File: src/rtl/cpu_pkg.sv
// Shared definitions for the program-counter datapath: reset/step defaults,
// PC update FSM encoding and the branch offset scaling helper.
package cpu_pkg;

  localparam logic [31:0] PC_RESET_DEFAULT = 32'h0000_0000;
  localparam int unsigned PC_STEP_DEFAULT  = 4;

  typedef enum logic [1:0] {
    StRun     = 2'b00,
    StHoldSeq = 2'b01,
    StHoldBr  = 2'b10
  } pc_state_e;

  // Branch offsets are signed word counts; convert to a 32-bit byte displacement.
  function automatic logic [31:0] word_offset(input logic [7:0] offset);
    return {{22{offset[7]}}, offset, 2'b00};
  endfunction

endpackage

File: src/rtl/branch_adder.sv
// Branch target adder: sequential PC plus the sign-extended, word-scaled offset.
module branch_adder
  import cpu_pkg::*;
(
  input  logic [31:0] seq_i,
  input  logic [7:0]  offset_i,
  output logic [31:0] target_o
);

  assign target_o = seq_i + word_offset(offset_i);

endmodule

File: src/rtl/pc_unit.sv
// Program counter with jump/branch redirect and a stall FSM that holds the PC
// (and any pending redirect) while instruction or data memory is busy.
module pc_unit
  import cpu_pkg::*;
#(
  parameter logic [31:0] PC_RESET = PC_RESET_DEFAULT,
  parameter int unsigned PC_STEP  = PC_STEP_DEFAULT
) (
  input  logic        CLK,
  input  logic        RESET,
  input  logic        J,
  input  logic        BEQ,
  input  logic        BNEQ,
  input  logic        ZERO,
  input  logic [7:0]  OFFSET,
  input  logic        I_BUSYWAIT,
  input  logic        D_BUSYWAIT,
  output logic [31:0] PC,
  output logic        TAKEN,
  output logic [31:0] INSTR_COUNT
);

  pc_state_e   state_q;
  logic [31:0] pc_q;
  logic [31:0] target_q;
  logic [31:0] count_q;
  logic        taken_q;

  logic        take;
  logic        stall;
  logic [31:0] seq;
  logic [31:0] target;

  assign take  = J | (BEQ & ZERO) | (BNEQ & ~ZERO);
  assign stall = I_BUSYWAIT | D_BUSYWAIT;
  assign seq   = pc_q + 32'(PC_STEP);

  branch_adder u_branch_adder (
    .seq_i    (seq),
    .offset_i (OFFSET),
    .target_o (target)
  );

  always_ff @(posedge CLK or negedge RESET) begin
    if (!RESET) begin
      state_q  <= StRun;
      pc_q     <= PC_RESET;
      target_q <= 32'h0;
      count_q  <= 32'h0;
      taken_q  <= 1'b0;
    end else begin
      taken_q <= 1'b0;
      case (state_q)
        StRun: begin
          if (stall) begin
            // Remember the redirect decision now; control inputs may move during the stall.
            state_q <= take ? StHoldBr : StHoldSeq;
            if (take) begin
              target_q <= target;
            end
          end else begin
            pc_q    <= take ? target : seq;
            taken_q <= take;
            count_q <= count_q + 32'd1;
          end
        end
        StHoldSeq: begin
          if (!stall) begin
            pc_q    <= seq;
            count_q <= count_q + 32'd1;
            state_q <= StRun;
          end
        end
        StHoldBr: begin
          if (!stall) begin
            pc_q    <= target_q;
            taken_q <= 1'b1;
            count_q <= count_q + 32'd1;
            state_q <= StRun;
          end
        end
        default: state_q <= StRun;
      endcase
    end
  end

  assign PC          = pc_q;
  assign TAKEN       = taken_q;
  assign INSTR_COUNT = count_q;

endmodule

File: config.mk
export PLATFORM = sky130hd
export DESIGN_NAME = pc_unit
export DESIGN_NICKNAME = d
export VERILOG_FILES = /design/src/rtl/cpu_pkg.sv /design/src/rtl/branch_adder.sv /design/src/rtl/pc_unit.sv
export SDC_FILE = /design/constraint.sdc
export NUM_CORES = 1
export LEC_CHECK = 0
export ABC_CLOCK_PERIOD_IN_PS = 4950
export BUFFER_PORTS_ARGS = -buffer_cell sky130_fd_sc_hd__buf_2
export CAP_MARGIN = 20
export CORE_MARGIN = 2
export CORE_UTILIZATION = 40
export DETAILED_ROUTE_END_ITERATION = 10
export PLACE_DENSITY = 0.66
export SETUP_SLACK_MARGIN = 0.02
export SLEW_MARGIN = 20
export SYNTH_ARGS = -nofsm -noshare
export SYNTH_HDL_FRONTEND = slang
export SYNTH_HIERARCHICAL = 1
export SYNTH_SLANG_ARGS = --single-unit
File: constraint.sdc
create_clock -name CLK -period 4.95 [get_ports CLK]
set_input_delay 0.2475 -clock CLK [delete_from_list [all_inputs] [get_ports CLK]]
set_output_delay 0.2475 -clock CLK [all_outputs]
set_load 0.01 [all_outputs]
# After elaboration in Yosys (flattened, before gate mapping)
# Cells that the tools add are included.
[word_totals]
reg_bits = 99
inputBits = 16
out_inout_bits = 65
[classes]
addsub = 3
eq_ne = 7
mux = 12
bitwise = 7
n_reduce_logical = 8
[op_table]
columns = ["operator", "count"]
rows = [
  ["32-bit two-way mux", 4],
  ["32-bit one-hot mux with 3 select lines", 1],
  ["32-bit by 1-bit adder with 32-bit output, second input constant", 1],
  ["32-bit by 3-bit adder with 32-bit output, second input constant", 1],
  ["32-bit adder", 1],
  ["2-bit inequality test, second input constant", 5],
  ["2-bit two-way mux", 3],
  ["2-bit one-hot mux with 2 select lines", 1],
  ["2-bit AND reduction", 2],
  ["4-bit AND reduction", 1],
  ["1-bit OR", 3],
  ["3-bit AND reduction", 1],
  ["3-bit nonzero test", 1],
  ["3-bit OR reduction", 1],
  ["1-bit AND", 2],
  ["2-bit by 1-bit == test with 1-bit output, second input constant", 1],
  ["2-bit == test, second input constant", 1],
  ["2-bit zero test", 1],
  ["1-bit two-way mux", 2],
  ["1-bit inverter", 2],
  ["1-bit one-hot mux with 2 select lines", 1],
  ["2-bit OR reduction", 1],
]

# Longest topological paths before layout
# Gate-level depths: netlist of run 1.
[logic_depth]
word_depth = 6
depth_mapped = 18

# By module
# The synthesis of run 1 kept the hierarchy.
[modules_own_cells]
columns = ["mod", "instances", "cells_per_inst", "area_per_inst_um2"]
rows = [
  ["pc_unit", 1, 565, 5612.9],
  ["branch_adder", 1, 226, 1660.3],
]

# Worst setup path after synthesis of run 1
# Ideal clock, no wire load.
[synth_timing]
kind = "reg-to-reg"
startpoint = "register pc_q[3], in the netlist PC[3]"
endpoint = "register pc_q[28], in the netlist PC[28]"
setup_ns = 0.132
t_arrival_ns = 3.409
slack_ns = 1.409
stages_incl_launch_ff = 16
n_path_buf = 0
path_cell_list = "dfrtp_1 ha_1 nand2_2 nor3_2 nand2_1 o21ai_0 nand2_1 ha_1 and3_1 nand2_1 or3_1 o21ba_1 xnor2_1 a22oi_1 o21ai_0 or3b_1"
[synth_between]
elab_chain_len = 5
elab_cells_between_ends = 6
classes_between = "add/sub: 2; mux: 4"
[synth_lines]
columns = ["element", "line", "source"]
rows = [
  ["start, declared", "pc_unit.sv:24", "logic [31:0] pc_q;"],
  ["start signal, assigned", "pc_unit.sv:62", "pc_q <= take ? target : seq;"],
  ["start signal, assigned", "pc_unit.sv:69", "pc_q <= seq;"],
  ["start signal, assigned", "pc_unit.sv:76", "pc_q <= target_q;"],
  ["32-bit by 3-bit adder with 32-bit output", "pc_unit.sv:36", "assign seq = pc_q + 32'(PC_STEP);"],
  ["via seq[18]", "pc_unit.sv:31", "logic [31:0] seq;"],
  ["32-bit adder", "branch_adder.sv:10", "assign target_o = seq_i + word_offset(offset_i);"],
  ["via target[28]", "pc_unit.sv:32", "logic [31:0] target;"],
  ["32-bit two-way mux", "pc_unit.sv:62", ""],
  ["32-bit two-way mux", "pc_unit.sv:55", "if (stall) begin"],
  ["32-bit one-hot mux with 3 select lines", "pc_unit.sv:53", "case (state_q)"],
]
# The timed path passes the listed nets, and every way through them passes these cells. The select of a mux whose other input is x is not followed.
# A chain may end at the register's enable or synchronous reset.

# Worst setup path in the final report of run 1
[layout_timing]
startpoint = "register pc_q[4], in the netlist PC[4]"
endpoint = "register pc_q[28], in the netlist PC[28]"
# The elaborated chain is that of the path after synthesis.

==> results of run 1 <==
metal layers:
layer | part of all wire (%) | GRT usage [%] | up-vias | wire (microns)
li1 | - | - | 3042 | -
met1 | 47 | 29.2 | 3071 | 9250
met2 | 46 | 32.8 | 190 | 9060
met3 | 5.4 | 3.42 | 34 | 1070
met4 | 2.2 | 6.91 | 0 | 435
met5 | 0 | 0 | - | 0
critical path, delay by kind of cell (launching register included):
kind | cells | cell delay [ps]
buffers and inverters | 1 | 60
flip-flops | 1 | 500
adder cells (fa/ha/maj) | 1 | 400
AND/OR/NAND/NOR | 4 | 1600
AO/OA/AOI/OAI | 7 | 1250
XOR/XNOR | 2 | 250
cell usage after synthesis, types with 9 or more instances:
master    number
dfrtp_1       99
nand2_1       71
nor2_1        55
xnor2_1       50
a21oi_1       49
o21ai_0       36
ha_1          35
xor2_1        34
mux2_2        31
inv_1         23
nand3_1       23
clkbuf_1      18
and3_1        17
a22oi_1       15
a21o_1        14
buf_2         14
nand4_1       14
nor3_1        14
o21ai_1       12
a22o_1         9
per-stage QoR:
stage               worst slack [ps]  instances
finish                           762       1084
global route                     348       1084
CTS                              820       1083
detailed placement               845       1066
global placement                 934       1066
floorplan                       1410        791
layout make-up:
class,instances,area [sq um]
clock inverters,6,71.3
inverters,23,86.3
repair buffers,89,485
well taps,229,287
clock buffers,10,239
multi-input cells,628,4520
fillers,1745,9730
flip-flops and latches,99,2480
where the power goes:
| part | total (mW) | internal (mW) | switching [mW] |
|---|---|---|---|
| Combinational | 3.01 | 1.26 | 1.75 |
| Clock | 0.756 | 0.411 | 0.345 |
| Sequential | 1.43 | 1.09 | 0.344 |
worst paths after layout:
kind	cells after the start	endpoint	from	slack, ps
setup / recovery	15	PC[28]$_DFFE_PN0P_	PC[4]$_DFFE_PN0P_	760
min in group asynchronous	2	INSTR_COUNT[0]$_DFFE_PN0P_	RESET	470
hold reg to reg	1	INSTR_COUNT[31]$_DFFE_PN0P_	INSTR_COUNT[31]$_DFFE_PN0P_	480
hold / removal	3	target_q[2]$_DFFE_PN0P_	OFFSET[0]	290
max in group asynchronous	3	INSTR_COUNT[10]$_DFFE_PN0P_	RESET	3410
setup reg to reg	15	PC[28]$_DFFE_PN0P_	PC[4]$_DFFE_PN0P_	760
flip-flops by register name, indices dropped and copies added, names as in the netlist:
name,count
INSTR_COUNT,32
PC,32
TAKEN,1
state_q,2
target_q,32
what timing repair did:
item                                    4_1_cts  5_1_grt
hold endpoints to repair                     52        0
endpoints found under the setup margin        0        0
hold buffers                                  1        0
logic make-up after synthesis:
logic type                 synth area share [%]
DFF                                        34.1
buffers and inverters                      3.96
AOI/OAI and AO/OA                          21.5
muxes                                      5.35
and+or+nand+nor                            18.8
xor gates and xnor gates                   10.1
adders and majority gates                  6.30
==> results.md, run 1 <==
Flow run:
- Across the run, the number of max-cap violations was 0.

Route:
- The number of remaining DRC errors is 0.
- The violation count after the first detailed-route iteration is 467.
- The number of vias in the routed layout is roughly 6300.
- Once detail routing completed, the nets flagged for antenna violations numbered 0.
- The first TritonRoute pass finished after 5 iterations.
- The final routed wirelength across all metal layers is between 15000 and 20000 microns.
- The per-cell routed wire length is 18.3 microns.
- The ratio of routed vias to standard cells is around 5.8.

GRT:
- Entering global routing, the biggest net connects between 50 and 60 pins.
- Global routing consumed, over all layers together, between 20% and 30% of the routing resources.
- The number of antenna violations at the first check in global routing is 0.
- The global-route wire length before repair is about 32000 microns.
- The number of global-route vias before repair is 6049.
- Global routing finished with a remaining overflow of 0.

Timing:
- The relative slew slack is 31.5%.
- The post-route worst hold slack is 288 ps.
- Setup violations remaining at the end of the flow were counted as 0.
- The upper clock frequency limit is 239 MHz.
- Setup repair after global routing left no endpoint under its margin.
- Summed over all failing endpoints, the final setup total negative slack is 0 ps.
- Between clock sinks in the finished design, the worst skew comes to 10.6 ps.
- For the pin with the worst max-slew slack, the measured transition is approximately 1000 ps.
- The number of pins with negative max-slew slack in the final report was 0.
- The number of failing hold endpoints at the final stage is 0.
- The worst path uses between 80 and 90% of the clock period.
- The worst path in the final design needs a cycle of 4190 ps, including I/O delays and setup.

Clock network:
- Buffers added to address setup during post-CTS repair amount to 0.
- The cell sitting at the root of the clock tree is a clkbuf_16.
- The clock tree synthesis step divided the H-tree into 3 levels.
- The number of clock sinks seen by CTS is 99.
- The longest clock path from root to sink contains 2 buffers.
- The number of clock buffers inserted by TritonCTS is 9.
- The later pin in the worst-skew pair is clocked with a latency of 370 ps.
- The register clock-pin slew on the reported worst setup and hold paths is 80 ps.
- After clock tree synthesis, the repair step resized 0 gates.
- TritonCTS built the clock tree.

Logic synthesis:
- The synthesized netlist contains slightly below 90 unique library cells.
- The number of flip-flops and latches in the synthesized netlist is 99.
- The total nets after synthesis is 843.
- The number of warnings printed during yosys synthesis is 6.
- Synthesis handed over a netlist of 791 instances.
- The count of flip-flops with a built-in enable after synthesis is 0.
- After synthesis, the mean cell area works out to around 9.2 sq um.
- Ranked by total cell area, the synthesized netlist is headed by dfrtp_1, ha_1, xnor2_1.
- The synthesized design devotes to its leading area cell type 34.1% of total area.
- The combined area of all synthesized cells is 7270 sq um.
- dfrtp_1 takes more of the synthesized area than any other cell.
- Counting flops with an async set or reset pin after synthesis yields a share of 100%.
- In the synthesized netlist the dominant register cell turns out to be dfrtp_1.
- The sequential cell area fraction in the yosys report is around a third.

Min path:
- The type of the most critical hold path is input pin to register.

Die:
- In this run the core area contains between 40 and 50 standard-cell rows.
- 81 I/O pins were placed.
- The floorplan step defined a core boundary enclosing roughly 18000 sq um.
- The height of the die is between 100 and 150 microns.
- The die covers 19300 sq um.
- The chip width is around 140 microns.
- For this configuration, the core starts out at a cell density of 40.6%.

Cells and area:
- The ratio of cells with drive above 1 in the final layout is 19.5%.
- For this run, the share of the core covered by cells in the final layout is 45.6%.
- The repair_antennas step left the layout with diodes totalling 0.
- Summing all non-filler instances in the final layout gives an area of 8170 sq um.
- Relative to the synthesized area, the layout overhead comes to 12.3%.
- Leaving out fill and tap cells, the most frequent cells in the layout are dfrtp_1, buf_2, nand2_1.
- The most common cell after layout, fill and taps aside is dfrtp_1.
- The final layout contains 902 nets.

Setup path:
- By startpoint and endpoint, the worst setup path is classified as register to register.
- In this design, the stage delay of the slowest critical-path cell is between 800 and 900 ps.
- STA puts the critical path data required time at between 5000 and 6000 ps.
- For the worst setup path, the data arrival time is 4430 ps.
- The biggest fanout along the worst timing path is 11.
- The sort of element at the start of the critical path is a register.
- The largest individual stage delay along the critical path comes from the cell nor4_4.
- STA classifies the critical path endpoint as a register.
- Walking the worst path, the cells encountered are nand3_2 > nor4_4 > nand2_1 > xnor2_1 > ha_1 > a21oi_1 > inv_1 > a31oi_1 > o221a_2 > o21ai_0 > o21ba_1 > xnor2_1 > a22oi_1 > o21ai_0 > or3b_1.

Pwr:
- The worst IR drop on VDD is 0.000246 V.
- The overall power is 5.20 mW.
- The static leakage is 3.69 nW.
- The power per cell area is 636 nW/um^2.

Placed design:
- After detailed placement, the total cell area comes to 7830 sq um.
- The congestion estimate from routability-driven global placement came to 0.906.
- Input and output buffers added on the ports amount to 80.
- The HPWL after detailed placement is around 14000 microns.

Outcome:
- The run finished with clean final reports.
Note: power is estimated with default switching activity, not from simulation.
==> inputs of run 2 (changes only) <==
- ABC_CLOCK_PERIOD_IN_PS: 4950 -> 3500
- PLACE_DENSITY: 0.66 -> 0.68
- clock period: 4.95 -> 3.5 ns (I/O delays scaled with it)
==> run 2 against run 1 <==
The run now ends with negative setup slack left. Critical path depth is the same. Cell count up 13%. Die area unchanged. Clock skew fell by 0.62 ps. Sequential power increased by 31%. Register-to-register slack worse by 760 ps. First-iteration DRC count up 50%. Clock power up 39%.
==> results.md, run 2 (synthesis results as in run 1) <==
Outcome:
- The run finished, with violations left.
- The checks that failed: negative setup slack.

Cells and area:
- In the layout the commonest cells are buf_4, dfrtp_1, buf_2.
- The number of filler cells placed in the layout is ~1600.
- The number of nets in the layout is approximately 1000.
- 0 antenna diodes ended up in the layout.
- Cells fill 53.6% of the core in the end.
- The most common cell after layout, fill and taps aside is buf_4.
- Relative to the synthesized area, the layout overhead comes to 31.9%.
- The ratio of cells with drive above 1 in the final layout is 36.8%.

Timing:
- The number of failing hold endpoints at the final stage is 0.
- The final critical path takes up 100% of the cycle.
- The post-route worst hold slack is 224 ps.
- The count of endpoints failing setup in the final report is 1.
- For the final database, setup skew stands at 9.99 ps.
- Setup repair after global routing could not meet its margin everywhere.
- The final total negative setup slack is -0.0728 ps.
- The number of pins with negative max-slew slack in the final report is 0.
- Across all setup checks in the final design, the least slack found is -0.0728 ps.
- For the pin with the worst max-slew slack, the measured transition is between 900 and 1000 ps.
- Subtracting the final worst setup slack from the clock period gives 3500 ps.
- Timing would allow up to 286 MHz.
- The relative slew slack is around 34%.

Setup path:
- Data on the critical path is required at its endpoint by 3800 ps.
- The family with the most delay on the worst path is compound AO/OA/AOI/OAI gates.
- STA classifies the critical path startpoint as a register.
- The slowest stage of the critical path belongs to the cell ha_1.
- The library cell appearing most often on the critical path is buf_4.
- The critical path class is register to register.
- STA puts the critical path data arrival time at 3800 ps.
- In this design, the stage delay of the slowest critical-path cell is 410 ps.
- The nature of the critical path endpoint is a register.
- The number of buffers and inverters on the critical path is 2.
- In this run the worst path has a maximum fanout of 6.
- Traced cell by cell, the critical path runs through buf_4 > nand3_4 > buf_4 > nor3_1 > xor2_1 > ha_1 > nand4_1 > a2111oi_4 > o2111ai_2 > a21oi_2 > a311oi_2 > xnor2_1 > nand2_1 > a31oi_1 > o22a_1.

Pwr:
- The analysis attributes to cell leakage a power of roughly 4.4 nW.
- The design draws 8.62 mW.
- The power per cell area is about 900 nW/um^2.
- The worst IR drop on VDD is 0.000369 V.

Route:
- In the routed design, unresolved DRC markers number 0.
- Summed over all layers, the routed wires come to 21800 microns.
- The number of iterations in the first detailed-routing pass is 5.
- The violation count after the first detailed-route iteration is 699.
- The number of vias in the routed layout is 7049.
- In the final routed layout, each cell accounts on average for 17.9 microns.
- The ratio of routed vias to standard cells is 5.76.
- The detail route stage leaves a number of antenna-violating nets equal to 0.

Placed design:
- The HPWL after detailed placement is approximately 15000 microns.
- The number of port buffers is 80.
- Routability-driven placement finished with a final weighted congestion of 0.898.

Die:
- The core outline area is 17900 sq um.
- The number of rows created at floorplan is between 40 and 50.
- For this configuration, the core starts out at a cell density of 40.6%.
- For this design the top-level I/O count stands at 81.
- The floorplan step defined a die boundary enclosing roughly 19000 sq um.
- Measured along the y axis, the die boundary spans 139 microns.
- The floorplan step set the die width to 139 microns.

Flow run:
- The tool flagged a number of max-cap violations equal to 0.

Clock network:
- The number of clock buffers inserted by TritonCTS is 9.
- The register clock-pin slew on the reported worst setup and hold paths is 80 ps.
- The clock passes through at most 2 buffers.
- The number of levels the H-tree was split into is 3.
- The number of clock sinks seen by CTS is 99.
- The insertion delay to the later sink of the worst-skew pair is 350 ps.
- The clock tree from TritonCTS is built.
- The clock root buffer is clkbuf_16.

GRT:
- The number of antenna violations at the first check in global routing is 0.
- The global-route congestion overflow total is 0.
- The first global-routing pass estimated roughly 35000 microns of wire.
- The overall fraction of global-route tracks in use is 21.9%.
- The largest net degree at the start of global routing is 100.
- The number of global-route vias before repair is 6773.

Min path:
- The type of the most critical hold path is input pin to register.
run 2: cell count changes in the layout (fill, tap and decap cells not counted), sizes merged:
cell	change
clkinv	+1
clkinvlp	-1
buf	+139
run 2: area by class of cell:
cell class                      instances  area [sq um]  area share [%]
Multi-Input combinational cell        628          4890            50.9
Sequential cell                        99          2480            25.9
Timing Repair Buffer                  228          1550            16.2
Tap cell                              229           287            2.99
Clock buffer                           10           229            2.39
Inverter                               23          86.3           0.900
Clock inverter                          6          71.3           0.743
run 2: path summary, 6_finish.rpt:
path	start	to	slack, ps	cells past startpoint
setup / recovery	PC[3]$_DFFE_PN0P_	PC[27]$_DFFE_PN0P_	-0.07	15
hold reg to reg	INSTR_COUNT[31]$_DFFE_PN0P_	INSTR_COUNT[31]$_DFFE_PN0P_	460	1
max in group asynchronous	RESET	PC[4]$_DFFE_PN0P_	2640	3
setup reg to reg	PC[3]$_DFFE_PN0P_	PC[27]$_DFFE_PN0P_	-0.07	15
hold / removal	I_BUSYWAIT	INSTR_COUNT[7]$_DFFE_PN0P_	220	4
min in group asynchronous	RESET	INSTR_COUNT[0]$_DFFE_PN0P_	440	3
run 2: stage by stage:
stage | instance area (sq um) | cells | setup WS, ps
floorplan | 7290 | 791 | 43.0
global placement | 8830 | 1195 | -0.0364
detailed placement | 8830 | 1195 | -99.1
CTS | 9220 | 1214 | 21.2
global route | 9600 | 1223 | -220
finish | 9600 | 1223 | -0.0728
run 2: metal layers:
metal	track usage, %	vias to the layer above	share of wire (%)
li1	-	3309	-
met3	3.94	32	6.2
met4	6.49	0	2.0
met1	30.8	3478	45
met2	34.7	230	46
met5	0	-	0
run 2: repair_timing:
| item | in CTS | in global routing |
|---|---|---|
| hold buffers | 1 | 0 |
| setup endpoints to repair | 9 | 23 |
| pin swaps | 12 | 50 |
| gates cloned | 0 | 0 |
| hold endpoints to repair | 99 | 0 |
| setup buffers | 2 | 9 |
| resized for setup | 14 | 73 |
run 2: worst reg2reg max path, cell delays in order (launching register included):
cell and delay, ps:
dfrtp_2 400, buf_4 130, nand3_4 80, buf_4 170, nor3_1 260, xor2_1 160
ha_1 410, nand4_1 200, a2111oi_4 360, o2111ai_2 220, a21oi_2 230, a311oi_2 130
xnor2_1 270, nand2_1 110, a31oi_1 180, o22a_1 140
run 2: power breakdown:
group	switching, mW	internal, mW	total [mW]
clock network	0.482	0.564	1.05
registers	0.328	1.55	1.87
logic	3.08	2.62	5.70
